$ cat src/rtl/alu_writeback_stage_pkg.sv
// rtl/alu_writeback_stage_pkg.sv - shared condition codes, flag indices and opcodes
package alu_writeback_stage_pkg;

  typedef logic [3:0] flags_t;

  localparam logic [3:0] COND_EQ = 4'h0;
  localparam logic [3:0] COND_NE = 4'h1;
  localparam logic [3:0] COND_CS = 4'h2;
  localparam logic [3:0] COND_CC = 4'h3;
  localparam logic [3:0] COND_MI = 4'h4;
  localparam logic [3:0] COND_PL = 4'h5;
  localparam logic [3:0] COND_VS = 4'h6;
  localparam logic [3:0] COND_VC = 4'h7;
  localparam logic [3:0] COND_HI = 4'h8;
  localparam logic [3:0] COND_LS = 4'h9;
  localparam logic [3:0] COND_GE = 4'hA;
  localparam logic [3:0] COND_LT = 4'hB;
  localparam logic [3:0] COND_GT = 4'hC;
  localparam logic [3:0] COND_LE = 4'hD;
  localparam logic [3:0] COND_AL = 4'hE;
  localparam logic [3:0] COND_NV = 4'hF;

  localparam int FLAG_Z = 0;
  localparam int FLAG_C = 1;
  localparam int FLAG_N = 2;
  localparam int FLAG_V = 3;

  localparam logic [4:0] OP_TST = 5'd8;
  localparam logic [4:0] OP_TEQ = 5'd9;
  localparam logic [4:0] OP_CMP = 5'd10;
  localparam logic [4:0] OP_CMN = 5'd11;

  // Compare-class ops update flags even without the S bit
  function automatic logic is_compare_op(input logic [4:0] op);
    return (op == OP_TST) || (op == OP_TEQ) || (op == OP_CMP) || (op == OP_CMN);
  endfunction

endpackage

$ cat src/rtl/alu_writeback_stage_if.sv
// rtl/alu_writeback_stage_if.sv - ALU-to-writeback handshake bundle
interface alu_writeback_stage_if #(
  parameter int DATA_W = 32
);
  logic              in_valid;
  logic              in_ready;
  logic [3:0]        cond;
  logic [4:0]        opcode;
  logic [DATA_W-1:0] alu_result;
  logic [3:0]        alu_flags;
  logic              alu_wb;
  logic              set_flags;
  logic [3:0]        rd;

  modport master (
    output in_valid, cond, opcode, alu_result, alu_flags, alu_wb, set_flags, rd,
    input  in_ready
  );

  modport slave (
    input  in_valid, cond, opcode, alu_result, alu_flags, alu_wb, set_flags, rd,
    output in_ready
  );
endinterface

$ cat src/rtl/arm_cond_check.sv
// rtl/arm_cond_check.sv - ARM condition field evaluation against {V,N,C,Z}
module arm_cond_check
  import alu_writeback_stage_pkg::*;
(
  input  logic [3:0] cond,
  input  flags_t     flags,
  output logic       pass
);

  logic z, c, n, v;
  assign z = flags[FLAG_Z];
  assign c = flags[FLAG_C];
  assign n = flags[FLAG_N];
  assign v = flags[FLAG_V];

  // Decode the condition field into a single pass/fail
  always_comb begin
    pass = 1'b0;
    case (cond)
      COND_EQ: pass = z;
      COND_NE: pass = !z;
      COND_CS: pass = c;
      COND_CC: pass = !c;
      COND_MI: pass = n;
      COND_PL: pass = !n;
      COND_VS: pass = v;
      COND_VC: pass = !v;
      COND_HI: pass = c & !z;
      COND_LS: pass = !c | z;
      COND_GE: pass = (n == v);
      COND_LT: pass = (n != v);
      COND_GT: pass = !z & (n == v);
      COND_LE: pass = z | (n != v);
      COND_AL: pass = 1'b1;
      COND_NV: pass = 1'b0;
      default: pass = 1'b0;
    endcase
  end

endmodule

$ cat src/rtl/alu_writeback_stage.sv
// rtl/alu_writeback_stage.sv - conditional commit of ALU results to RF and CPSR
module alu_writeback_stage
  import alu_writeback_stage_pkg::*;
#(
  parameter int DATA_W = 32,
  parameter int CNT_W  = 16
) (
  input  logic                 clk,
  input  logic                 reset,
  alu_writeback_stage_if.slave alu,
  input  logic                 wb_hold,
  input  logic                 flush,
  output logic                 rf_we,
  output logic [3:0]           rf_waddr,
  output logic [DATA_W-1:0]    rf_wdata,
  output logic                 pc_redirect,
  output logic [3:0]           cpsr_flags,
  output logic [CNT_W-1:0]     retire_cnt,
  output logic [CNT_W-1:0]     skip_cnt
);

  localparam logic [0:0] ST_EMPTY = 1'b0;
  localparam logic [0:0] ST_HELD  = 1'b1;

  logic [0:0]        state;
  logic              s_valid;
  logic [3:0]        s_cond;
  logic [4:0]        s_opcode;
  logic [DATA_W-1:0] s_result;
  flags_t            s_flags;
  logic              s_alu_wb;
  logic              s_set_flags;
  logic [3:0]        s_rd;
  flags_t            cpsr;

  logic pass, accept, go, skip;

  assign s_valid      = (state == ST_HELD);
  assign alu.in_ready = !s_valid | !wb_hold;
  assign accept       = alu.in_valid & alu.in_ready & !flush;
  assign go           = s_valid & pass & !wb_hold & !flush;
  assign skip         = s_valid & !pass & !wb_hold & !flush;

  // The held instruction is judged against flags committed by its predecessor
  arm_cond_check u_cond (
    .cond  (s_cond),
    .flags (cpsr),
    .pass  (pass)
  );

  assign rf_we       = go & s_alu_wb;
  assign rf_waddr    = s_rd;
  assign rf_wdata    = s_result;
  assign pc_redirect = rf_we & (s_rd == 4'd15);
  assign cpsr_flags  = cpsr;

  // Stage register: flush empties, accept refills, completion drains
  always_ff @(posedge clk) begin
    if (reset) begin
      state       <= ST_EMPTY;
      s_cond      <= '0;
      s_opcode    <= '0;
      s_result    <= '0;
      s_flags     <= '0;
      s_alu_wb    <= 1'b0;
      s_set_flags <= 1'b0;
      s_rd        <= '0;
    end else if (flush) begin
      state <= ST_EMPTY;
    end else if (accept) begin
      state       <= ST_HELD;
      s_cond      <= alu.cond;
      s_opcode    <= alu.opcode;
      s_result    <= alu.alu_result;
      s_flags     <= alu.alu_flags;
      s_alu_wb    <= alu.alu_wb;
      s_set_flags <= alu.set_flags;
      s_rd        <= alu.rd;
    end else if (s_valid && !wb_hold) begin
      state <= ST_EMPTY;
    end
  end

  // Architectural flags change only when a flag-setting instruction commits
  always_ff @(posedge clk) begin
    if (reset) begin
      cpsr <= '0;
    end else if (go && (s_set_flags || is_compare_op(s_opcode))) begin
      cpsr <= s_flags;
    end
  end

  // Retire/skip counters wrap silently
  always_ff @(posedge clk) begin
    if (reset) begin
      retire_cnt <= '0;
      skip_cnt   <= '0;
    end else begin
      retire_cnt <= retire_cnt + {{(CNT_W-1){1'b0}}, go};
      skip_cnt   <= skip_cnt + {{(CNT_W-1){1'b0}}, skip};
    end
  end

endmodule
$ cat src/flat_wrapper.sv
// flat-port wrapper written by rule: the top's interface ports become plain ports
module alu_writeback_stage_flat import alu_writeback_stage_pkg::*;
#(
  parameter int DATA_W = 32,
  parameter int CNT_W  = 16
)
  (clk, reset, wb_hold, flush, rf_we, rf_waddr, rf_wdata, pc_redirect, cpsr_flags, retire_cnt, skip_cnt, alu_in_valid, alu_cond, alu_opcode, alu_alu_result, alu_alu_flags, alu_alu_wb, alu_set_flags, alu_rd, alu_in_ready);
  alu_writeback_stage_if #(.DATA_W(DATA_W)) alu_i ();
  input  logic clk;
  input  logic reset;
  input  logic wb_hold;
  input  logic flush;
  output logic rf_we;
  output logic [3:0] rf_waddr;
  output logic [DATA_W-1:0] rf_wdata;
  output logic pc_redirect;
  output logic [3:0] cpsr_flags;
  output logic [CNT_W-1:0] retire_cnt;
  output logic [CNT_W-1:0] skip_cnt;
  input wire logic [$bits(alu_i.in_valid)-1:0] alu_in_valid;
  input wire logic [$bits(alu_i.cond)-1:0] alu_cond;
  input wire logic [$bits(alu_i.opcode)-1:0] alu_opcode;
  input wire logic [$bits(alu_i.alu_result)-1:0] alu_alu_result;
  input wire logic [$bits(alu_i.alu_flags)-1:0] alu_alu_flags;
  input wire logic [$bits(alu_i.alu_wb)-1:0] alu_alu_wb;
  input wire logic [$bits(alu_i.set_flags)-1:0] alu_set_flags;
  input wire logic [$bits(alu_i.rd)-1:0] alu_rd;
  output wire logic [$bits(alu_i.in_ready)-1:0] alu_in_ready;
  assign alu_i.in_valid = alu_in_valid;
  assign alu_i.cond = alu_cond;
  assign alu_i.opcode = alu_opcode;
  assign alu_i.alu_result = alu_alu_result;
  assign alu_i.alu_flags = alu_alu_flags;
  assign alu_i.alu_wb = alu_alu_wb;
  assign alu_i.set_flags = alu_set_flags;
  assign alu_i.rd = alu_rd;
  assign alu_in_ready = alu_i.in_ready;
  alu_writeback_stage #(.DATA_W(DATA_W), .CNT_W(CNT_W)) u_core (.clk(clk), .reset(reset), .alu(alu_i), .wb_hold(wb_hold), .flush(flush), .rf_we(rf_we), .rf_waddr(rf_waddr), .rf_wdata(rf_wdata), .pc_redirect(pc_redirect), .cpsr_flags(cpsr_flags), .retire_cnt(retire_cnt), .skip_cnt(skip_cnt));
endmodule
$ cat config.mk
export PLATFORM = sky130hd
export DESIGN_NAME = alu_writeback_stage_flat
export DESIGN_NICKNAME = d
export VERILOG_FILES = /design/src/rtl/alu_writeback_stage_pkg.sv /design/src/rtl/alu_writeback_stage_if.sv /design/src/rtl/arm_cond_check.sv /design/src/rtl/alu_writeback_stage.sv /design/src/flat_wrapper.sv
export SDC_FILE = /design/constraint.sdc
export NUM_CORES = 1
export LEC_CHECK = 0
export ABC_AREA = 1
export CORE_ASPECT_RATIO = 1.75
export CORE_MARGIN = 2
export CORE_UTILIZATION = 45
export DETAILED_ROUTE_END_ITERATION = 10
export PLACE_DENSITY = 0.89
export SLEW_MARGIN = 5
export SYNTH_ARGS = -nofsm -noshare
export SYNTH_HDL_FRONTEND = slang
export SYNTH_SLANG_ARGS = --single-unit
$ cat constraint.sdc
create_clock -name clk -period 2.97 [get_ports clk]
set_input_delay 0.4455 -clock clk [delete_from_list [all_inputs] [get_ports clk]]
set_output_delay 0.4455 -clock clk [all_outputs]
set_load 0.1 [all_outputs]
==> flow_summary_export.csv, run 1 <==
group,metric,value,unit
grt,grt_pass1_vias,3558,
power,powerDensity,544,nW/um^2
yosys,synthCells,477,
grt,grt-ovfl-total,0,
route,drc,0,
clock_tree,cts_made_buffers,9,
worst_setup_path,cp.arrival,3290,ps
route,wire_per_inst,13.4,um
status,violations,"setup timing",
yosys,async_reset_ff_share,0,%
worst_setup_path,crit_top_cell,"nand2_4",
worst_setup_path,cp_slowest_cell,"dfxtp_4",
power,vdd_drop_max,0.416,mV
route,initialDrtViolationCount,164,
clock_tree,clk-insertion-delay-late,340,ps
die,fp.dieH,123,um
yosys,yosysTopAreaCell,"dfxtp_1",
timing,post-route-period-util,103,%
timing,min_period,3060,ps
grt,grt_pass1_wl,15300,um
clock_tree,clock_path_buffers,2,
die,rows,43,
clock_tree,cts_tree,"built",
worst_setup_path,required,3200,ps
yosys,yosysSeqAreaShare,47.3,%
route,drt_wl_total,9440,um
clock_tree,cts_root_buffer,"clkbuf_16",
cells_and_area,diodes,0,
placed_design,numPortBuffers,128,
grt,grt_usage,21.8,%
die,fp.dieArea,8860,sq um
status,status,"complete, but fails checks",
yosys,synth_flop_cell,"dfxtp_1",
clock_tree,htree_levels,3,
yosys,synth_area_leaders,"dfxtp_1 47%, nor2_1 11%, o21ai_0 8.1%",
yosys,synth-edff-count,0,
clock_tree,clk_pin_slew,60,ps
route,first_pass_iters,4,
clock_tree,numClockSinks,86,
placed_design,dp_hpwl,6610,um
worst_setup_path,crit_path_max_incr_delay,370,ps
grt,grt_max_degree,72,
yosys,synth_cell_types,37,
timing,setup_viol,1,
worst_setup_path,crit_type,"reg2reg",
yosys,syn_nets,537,
placed_design,routabilityCongestion,0.832,
placed_design,pre_cts_ws,-9.74,ps
power,power_leakage,2.40,nW
worst_setup_path,end_kind,"flip-flop",
timing,rsz0062_at_grt,"true",
timing,skew,6.28,ps
worst_setup_path,path_buf_inv,2,
route,via_count,3621,
timing,maxSlewViolCount,0,
yosys,yosys_warnings,0,
cells_and_area,syn_to_final_growth,45.6,%
grt,antenna_found_initial,0,
route,vias_per_cell,5.14,
worst_hold_path,min_path_type,"reg2reg",
yosys,synth_commonest_cells,"104 x nor2_1, 86 x dfxtp_1, 59 x o21ai_0, 53 x nand2_1, 43 x inv_1",
worst_setup_path,crit_family,"simple AND/OR/NAND/NOR gates",
yosys,synth_top_area_share,47.3,%
worst_setup_path,worstPathCellList,"nand2_4, inv_1, o211ai_1, nand3_1, nor2_2, nand3_4, nor4_4, ha_2, ha_4, nand2_2, inv_2, nand2_4, nor3_4, nand4_1, nor3_2, xor2_1, nor2_1",
route,route.antenna.remaining_nets,0,
die,pin_count,131,
timing,setup_tns,-85.7,ps
timing,setup_ws,-85.7,ps
timing,hold_violations,0,
die,start_util,46.1,%
yosys,yosysMostFrequentCell,"nor2_1",
die,dieWidth,72.0,um
die,core_area,7910,sq um
flow_run,cap_violations,0,
cells_and_area,drive_above_1_share,26.9,%
timing,fmax,0.327,GHz
yosys,synth_area,3640,sq um
yosys,synth_seq_cells,86,
timing,relSlewSlack,58.1,%
worst_setup_path,worst-path-max-fanout,5,
yosys,avgSynthCellArea,7.64,sq um
worst_setup_path,startpoint_type,"flip-flop",
cells_and_area,nNetsFinal,669,
timing,worst_pin_slew,629,ps
==> area by class of cell <==
cell class	count	area (sq um)
clock buffers	9	225
clock inverters	7	72.6
fillers	639	2610
inverters	54	205
multi-input cells	318	1720
flip-flops and latches	86	1740
well taps	90	113
repair buffers	140	1220
==> worst register-to-register path, cell delays in order (launching register included) <==
cell and delay [ps]:
dfxtp_4 370, nand2_4 80, inv_1 50, o211ai_1 190
nand3_1 120, nor2_2 160, nand3_4 130, nor4_4 320
ha_2 260, ha_4 140, nand2_2 60, inv_2 80
nand2_4 60, nor3_4 250, nand4_1 220, nor3_2 250
xor2_1 160, nor2_1 60
==> where the power goes <==
part	internal [mW]	switching, mW
Clock	0.652	0.474
Sequential	1.20	0.0271
Combinational	0.154	0.378
Total	2.00	0.879
==> metrics by stage <==
stage	power, mW	hold slack [ps]	instances	utilization, %	cell area [sq um]
global placement	1.76	440	682	61.7	4880
CTS	2.89	455	698	65.6	5190
global route	2.99	480	704	67.0	5300
finish	2.88	450	704	67.0	5300
detailed placement	1.77	446	682	61.7	4880
floorplan	1.61	429	477	-	3670
==> layer usage <==
| metal | GRT usage [%] | wire [um] |
|---|---|---|
| met1 | 22.8 | 3630 |
| met2 | 39.4 | 4980 |
| met3 | 5.22 | 619 |
| met4 | 11.8 | 204 |
| met5 | 0 | 0 |
==> path summary, 6_finish.rpt <==
path / from / to / slack, ps / cells past startpoint
setup / recovery: u_core.s_cond[0]$_SDFFE_PP0P_ / u_core.skip_cnt[14]$_SDFF_PP0_ / -90 / 17
hold / removal: u_core.s_opcode[2]$_SDFFE_PP0P_ / u_core.s_opcode[2]$_SDFFE_PP0P_ / 450 / 2
setup reg to reg: u_core.s_cond[0]$_SDFFE_PP0P_ / u_core.skip_cnt[14]$_SDFF_PP0_ / -90 / 17
hold reg to reg: u_core.s_opcode[2]$_SDFFE_PP0P_ / u_core.s_opcode[2]$_SDFFE_PP0P_ / 450 / 2
==> logic make-up (layout without fill, tap and decap cells) <==
| group | after synthesis | after routing | share of synthesized area (%) |
|---|---|---|---|
| simple gates | 215 | 215 | 29.1 |
| compound gates | 96 | 96 | 13.9 |
| xor+xnor | 3 | 3 | 0.722 |
| flops | 86 | 86 | 47.3 |
| buf+inv | 73 | 210 | 7.59 |
| fa+ha+maj | 4 | 4 | 1.37 |
==> state kept, by name (all words and copies together) (netlist names), 3 cells and up <==
name,count
u_core.rf_wdata,32
u_core.retire_cnt,16
u_core.skip_cnt,16
u_core.cpsr_flags,4
u_core.rf_waddr,4
u_core.s_cond,4
u_core.s_flags,4
u_core.s_opcode,3
==> timing repair <==
item | CTS | global route
hold buffers | 0 | 0
endpoints found under the setup margin | 1 | 7
pin swaps | 0 | 13
gates resized for setup | 1 | 21
buffers inserted | 0 | 6
==> layout by cell type, fill, tap and decap left out, drive strengths merged, types with 4 or more instances in the layout <==
master,instances
nand3,14
clkinv,4
clkbuf,9
nand4,10
ha,4
nor2,115
clkdlybuf4s50,53
inv,54
nand2,55
nor3,15
dfxtp,86
buf,87
o21ai,63
a21oi,27
No activity file was read; power rests on OpenSTA's default activity.
==> inputs of run 2 (changes only) <==
--- a/config.mk
+++ b/config.mk
@@ -8,9 +8,10 @@
 export ABC_AREA = 1
 export CORE_ASPECT_RATIO = 1.75
 export CORE_MARGIN = 2
-export CORE_UTILIZATION = 45
+export CORE_UTILIZATION = 46
+export CTS_BUF_LIST = sky130_fd_sc_hd__clkbuf_4 sky130_fd_sc_hd__clkbuf_8
 export DETAILED_ROUTE_END_ITERATION = 10
-export PLACE_DENSITY = 0.89
+export PLACE_DENSITY = 0.91
 export SLEW_MARGIN = 5
 export SYNTH_ARGS = -nofsm -noshare
 export SYNTH_HDL_FRONTEND = slang
==> constraint.sdc (replaced) <==
create_clock -name clk -period 3.46 [get_ports clk]
set_input_delay 0.519 -clock clk [delete_from_list [all_inputs] [get_ports clk]]
set_output_delay 0.519 -clock clk [all_outputs]
set_load 0.1 [all_outputs]
==> run 2 against run 1 <==
Effect of this change: the flow now finishes without violations; count of clock-buffer cells in the layout is 2 higher; core utilization is 0.46 points higher; critical path depth grew 1; clock power decreased by 31%; first-iteration DRC count is 11% lower.
==> flow_summary_export.csv, run 2 (synthesized netlist as in run 1, its figures left out) <==
group,metric,value,unit
status,status,"finished clean",
placed_design,placed_cell_area,5040,sq um
cells_and_area,postLayoutCellArea,5270,sq um
timing,relSlewSlack,31.4,%
power,power_leakage,2.13,nW
worst_setup_path,startpoint_type,"flip-flop",
route,first_pass_iters,4,
power,vdd_drop_max,0.405,mV
cells_and_area,diodes,0,
clock_tree,cts_root_buffer,"clkbuf_8",
timing,rsz0062_at_grt,"false",
power,powerDensity,436,nW/um^2
route,vias_per_cell,5.07,
timing,post-route-period-util,85.8,%
worst_setup_path,crit_type,"reg2reg",
timing,maxSlewViolCount,0,
placed_design,dp_hpwl,6730,um
timing,fmax,0.337,GHz
route,drt_wl_total,9210,um
worst_setup_path,required,3700,ps
cells_and_area,most-common-layout-cells,"125 x clkdlybuf4s50_1, 103 x nor2_1, 85 x dfxtp_1",
clock_tree,clk-insertion-delay-late,350,ps
grt,grt_pass1_wl,15300,um
placed_design,routabilityCongestion,0.858,
die,fp.dieArea,8670,sq um
die,core_area,7800,sq um
clock_tree,htree_levels,3,
cells_and_area,post-route-util,67.5,%
grt,grt_pass1_vias,3378,
timing,skew,10.5,ps
flow_run,cap_violations,0,
route,drc,0,
cells_and_area,syn_to_final_growth,44.6,%
route,wire_per_inst,13.2,um
clock_tree,cts_tree,"built",
timing,min_period,2970,ps
clock_tree,numClockSinks,86,
route,via_count,3536,
cells_and_area,largest_reg_flops,32,
timing,worst_pin_slew,1030,ps
worst_setup_path,cp.arrival,3200,ps
cells_and_area,fill_cells,580,
die,fp.dieH,122,um
die,start_util,46.7,%
grt,grt_max_degree,61,
power,power,2.29,mW
timing,setup_viol,0,
clock_tree,clock_path_buffers,2,
grt,grt_usage,21.6,%
worst_setup_path,rrSetupSlack,490,ps
clock_tree,cts_made_buffers,9,
timing,hold_violations,0,
route,initialDrtViolationCount,146,
timing,setup_ws,493,ps
clock_tree,clk_pin_slew,80,ps
worst_setup_path,worst-path-max-fanout,7,
clock_tree,cts_setup_buffers,0,
timing,setup_tns,0,ps
cells_and_area,layout_commonest_cell,"clkdlybuf4s50_1",
die,pin_count,131,
clock_tree,holdBufCountCts,0,
placed_design,numPortBuffers,128,
route,route.antenna.remaining_nets,0,
clock_tree,post_cts_resized,0,
die,rows,43,
die,dieWidth,71.3,um
grt,grt-ovfl-total,0,
worst_setup_path,end_kind,"flip-flop",
placed_design,pre_cts_ws,472,ps
cells_and_area,drive_above_1_share,11.7,%
grt,antenna_found_initial,0,
worst_hold_path,min_path_type,"reg2reg",
cells_and_area,nNetsFinal,662,
## run 2: changes by cell type in the layout (fill, tap and decap cells not counted), moves of 3 or more
cell	before	now
nand2_1	48	53
inv_1	40	43
clkdlybuf4s50_1	53	125
nand2_4	3	0
dfxtp_1	80	85
clkbuf_8	0	10
dfxtp_4	5	0
buf_4	84	5
clkbuf_16	9	0
## run 2: routing by layer
| metal | part of all wire (%) | wire length (um) | vias up | GRT usage (%) |
|---|---|---|---|---|
| li1 | - | - | 1790 | - |
| met2 | 52 | 4750 | 126 | 38.6 |
| met4 | 1.7 | 157 | 0 | 7.31 |
| met5 | 0 | 0 | - | 0 |
| met1 | 39 | 3620 | 1606 | 23.9 |
| met3 | 7.5 | 687 | 14 | 6.62 |
## run 2: report_power, final
group	switching (mW)	internal, mW	total [mW]
clock	0.348	0.436	0.784
sequential	0.0224	1.03	1.05
combinational	0.321	0.137	0.459
## run 2: area by class of cell
cell class	instances	area, sq um	share of cell area (%)
well taps	90	113	2.14
clock inverters	5	82.6	1.57
inverters	54	203	3.85
multi-input cells	318	1650	31.4
clock buffers	11	145	2.76
repair buffers	133	1350	25.6
flip-flops and latches	86	1720	32.7
## run 2: per-stage QoR
step	hold WS (ps)	instances
final	458	697
after global routing	480	697
after CTS	460	697
after detailed placement	449	681
after global placement	438	681
after floorplan	429	477
## run 2: path summary, 6_finish.rpt
check | endpoint | cells after the start | start
max | u_core.skip_cnt[14]$_SDFF_PP0_ | 18 | u_core.s_cond[1]$_SDFFE_PP0P_
min | u_core.s_opcode[2]$_SDFFE_PP0P_ | 2 | u_core.s_opcode[2]$_SDFFE_PP0P_
max reg2reg | u_core.skip_cnt[14]$_SDFF_PP0_ | 18 | u_core.s_cond[1]$_SDFFE_PP0P_
min reg2reg | u_core.s_opcode[2]$_SDFFE_PP0P_ | 2 | u_core.s_opcode[2]$_SDFFE_PP0P_
## run 2: critical path, stage by stage, from the launching register on
cell      delay, ps
dfxtp_1         440
inv_1            90
nand2_1         110
nand2_1          80
o211ai_2         60
nand3_1         110
nor2_2          140
nand3_4         150
nor4_2          180
ha_1            210
ha_1            170
nand2_1          60
inv_1            80
nand2_1          90
nor3_2          240
nand4_1         240
nor3_2          190
xor2_1          160
nor2_1           50
==> inputs of run 3 (changes only) <==
--- a/config.mk
+++ b/config.mk
@@ -8,10 +8,10 @@
 export ABC_AREA = 1
 export CORE_ASPECT_RATIO = 1.75
 export CORE_MARGIN = 2
-export CORE_UTILIZATION = 46
+export CORE_UTILIZATION = 35
 export CTS_BUF_LIST = sky130_fd_sc_hd__clkbuf_4 sky130_fd_sc_hd__clkbuf_8
 export DETAILED_ROUTE_END_ITERATION = 10
-export PLACE_DENSITY = 0.91
+export PLACE_DENSITY = 0.74
 export SLEW_MARGIN = 5
 export SYNTH_ARGS = -nofsm -noshare
 export SYNTH_HDL_FRONTEND = slang
==> run 3 against run 2 <==
Effect of this change: sequential share of layout area is 0.28 points lower; clock skew is 1.5 ps lower; non-clock buffer count is 2 higher; die area is 30% higher; largest power group unchanged.
==> flow_summary_export.csv, run 3 (synthesized netlist as in run 1, its figures left out) <==
group,metric,value,unit
cells_and_area,diodes,0,
grt,antenna_found_initial,0,
worst_setup_path,startpoint_type,"flip-flop",
worst_setup_path,cp.arrival,3190,ps
route,via_count,3477,
power,powerDensity,433,nW/um^2
worst_setup_path,worstPathCellList,"inv_1, nand2_1, nand2_1, o211ai_2, nand3_1, nor2_2, nand3_4, nor4_2, ha_1, ha_1, nand2_1, inv_1, nand2_1, nor3_2, nand4_1, nor3_2, xor2_1, nor2_1",
cells_and_area,drive_above_1_share,12.0,%
route,drt_wl_total,9210,um
grt,grt_max_degree,49,
timing,setup_ws,514,ps
route,drc,0,
cells_and_area,largest_reg_flops,32,
die,dieWidth,81.1,um
timing,whs,454,ps
timing,fmax,0.339,GHz
die,fp.dieH,139,um
route,route.antenna.remaining_nets,0,
timing,rsz0062_at_grt,"false",
cells_and_area,syn_to_final_growth,45.8,%
status,status,"finished clean",
clock_tree,clk_pin_slew,90,ps
worst_setup_path,end_kind,"flip-flop",
timing,setup_tns,0,ps
timing,min_period,2950,ps
cells_and_area,layout_commonest_cell,"clkdlybuf4s50_1",
cells_and_area,fill_cells,984,
clock_tree,post_cts_resized,0,
clock_tree,cts_tree,"built",
timing,worst_pin_slew,1020,ps
route,vias_per_cell,4.72,
route,initialDrtViolationCount,101,
placed_design,dp_hpwl,6860,um
cells_and_area,most-common-layout-cells,"125 x clkdlybuf4s50_1, 103 x nor2_1, 85 x dfxtp_1",
grt,grt_pass1_wl,15400,um
clock_tree,cts_setup_buffers,0,
worst_setup_path,required,3700,ps
placed_design,routabilityCongestion,0.850,
grt,grt-ovfl-total,0,
power,vdd_drop_max,0.318,mV
die,core_area,10200,sq um
worst_setup_path,rrSetupSlack,510,ps
route,first_pass_iters,4,
worst_setup_path,worst-path-max-fanout,7,
die,fp.dieArea,11300,sq um
worst_setup_path,crit_type,"reg2reg",
placed_design,pre_cts_ws,453,ps
placed_design,numPortBuffers,128,
clock_tree,cts_made_buffers,9,
grt,grt_usage,17.1,%
clock_tree,clock_path_buffers,2,
worst_setup_path,cp_slowest_cell,"dfxtp_1",
timing,maxSlewViolCount,0,
clock_tree,htree_levels,3,
timing,skew,9.01,ps
clock_tree,clk-insertion-delay-late,350,ps
clock_tree,cts_root_buffer,"clkbuf_8",
cells_and_area,regArea,1720,sq um
power,power,2.30,mW
worst_hold_path,min_path_type,"reg2reg",
timing,post-route-period-util,85.1,%
placed_design,placed_cell_area,5090,sq um
timing,relSlewSlack,31.9,%
route,wire_per_inst,12.5,um
cells_and_area,nNetsFinal,664,
worst_setup_path,crit_family,"simple AND/OR/NAND/NOR gates",
worst_setup_path,crit_top_cell,"nand2_1",
power,power_leakage,2.12,nW
cells_and_area,multi_input_area,1650,sq um
grt,grt_pass1_vias,3421,
die,start_util,35.8,%
timing,setup_viol,0,
die,pin_count,131,
die,rows,49,
cells_and_area,postLayoutCellArea,5310,sq um
timing,hold_violations,0,
worst_setup_path,crit_path_max_incr_delay,440,ps
worst_setup_path,path_buf_inv,2,
clock_tree,numClockSinks,86,
flow_run,cap_violations,0,
clock_tree,holdBufCountCts,0,
==> run 3: cell count changes in the layout (fill, tap and decap cells not counted), sizes merged <==
cell	previous run	this run
inv	53	55
clkinv	4	1
clkinvlp	0	2
buf	8	10
clkbuf	11	10
==> run 3: final timing paths <==
| check | cells past startpoint | startpoint | endpoint |
|---|---|---|---|
| max reg2reg | 18 | u_core.s_cond[1]$_SDFFE_PP0P_ | u_core.skip_cnt[14]$_SDFF_PP0_ |
| min reg2reg | 2 | u_core.s_opcode[2]$_SDFFE_PP0P_ | u_core.s_opcode[2]$_SDFFE_PP0P_ |
| min | 2 | u_core.s_opcode[2]$_SDFFE_PP0P_ | u_core.s_opcode[2]$_SDFFE_PP0P_ |
| max | 18 | u_core.s_cond[1]$_SDFFE_PP0P_ | u_core.skip_cnt[14]$_SDFF_PP0_ |
==> run 3: final cells by class <==
cell class,count,area share (%)
inverter,54,3.82
tap,127,2.99
timing repair buffer,135,25.4
sequential,86,32.4
clock inverter,6,1.74
clock buffer,10,2.47
multi-input combinational,318,31.1
==> run 3: tightest hold or removal path: stages (launching register included) <==
cell,delay (ps)
dfxtp_1,310
inv_1,60
a21oi_1,50
==> run 3: per-stage QoR <==
| step | instances | utilization, % |
|---|---|---|
| 6_report | 736 | 52.2 |
| 5_1_grt | 736 | 52.2 |
| 4_1_cts | 736 | 52.2 |
| 3_5_place_dp | 720 | 50.0 |
| 3_3_place_gp | 720 | 50.0 |
| 2_1_floorplan | 477 | - |
==> run 3: where the power goes <==
group          leakage [nW]  switching, mW  internal, mW
logic                  1.31          0.321         0.137
registers             0.703         0.0218          1.03
clock network         0.107          0.373         0.420
total                  2.12          0.716          1.59
==> run 3: metal layers <==
metal | part of all wire, % | track usage (%) | vias up
met5 | 0 | 0 | -
met4 | 1.9 | 6.24 | 0
met3 | 6.9 | 5.73 | 15
met2 | 50 | 29.3 | 110
met1 | 41 | 19.3 | 1562
li1 | - | - | 1790
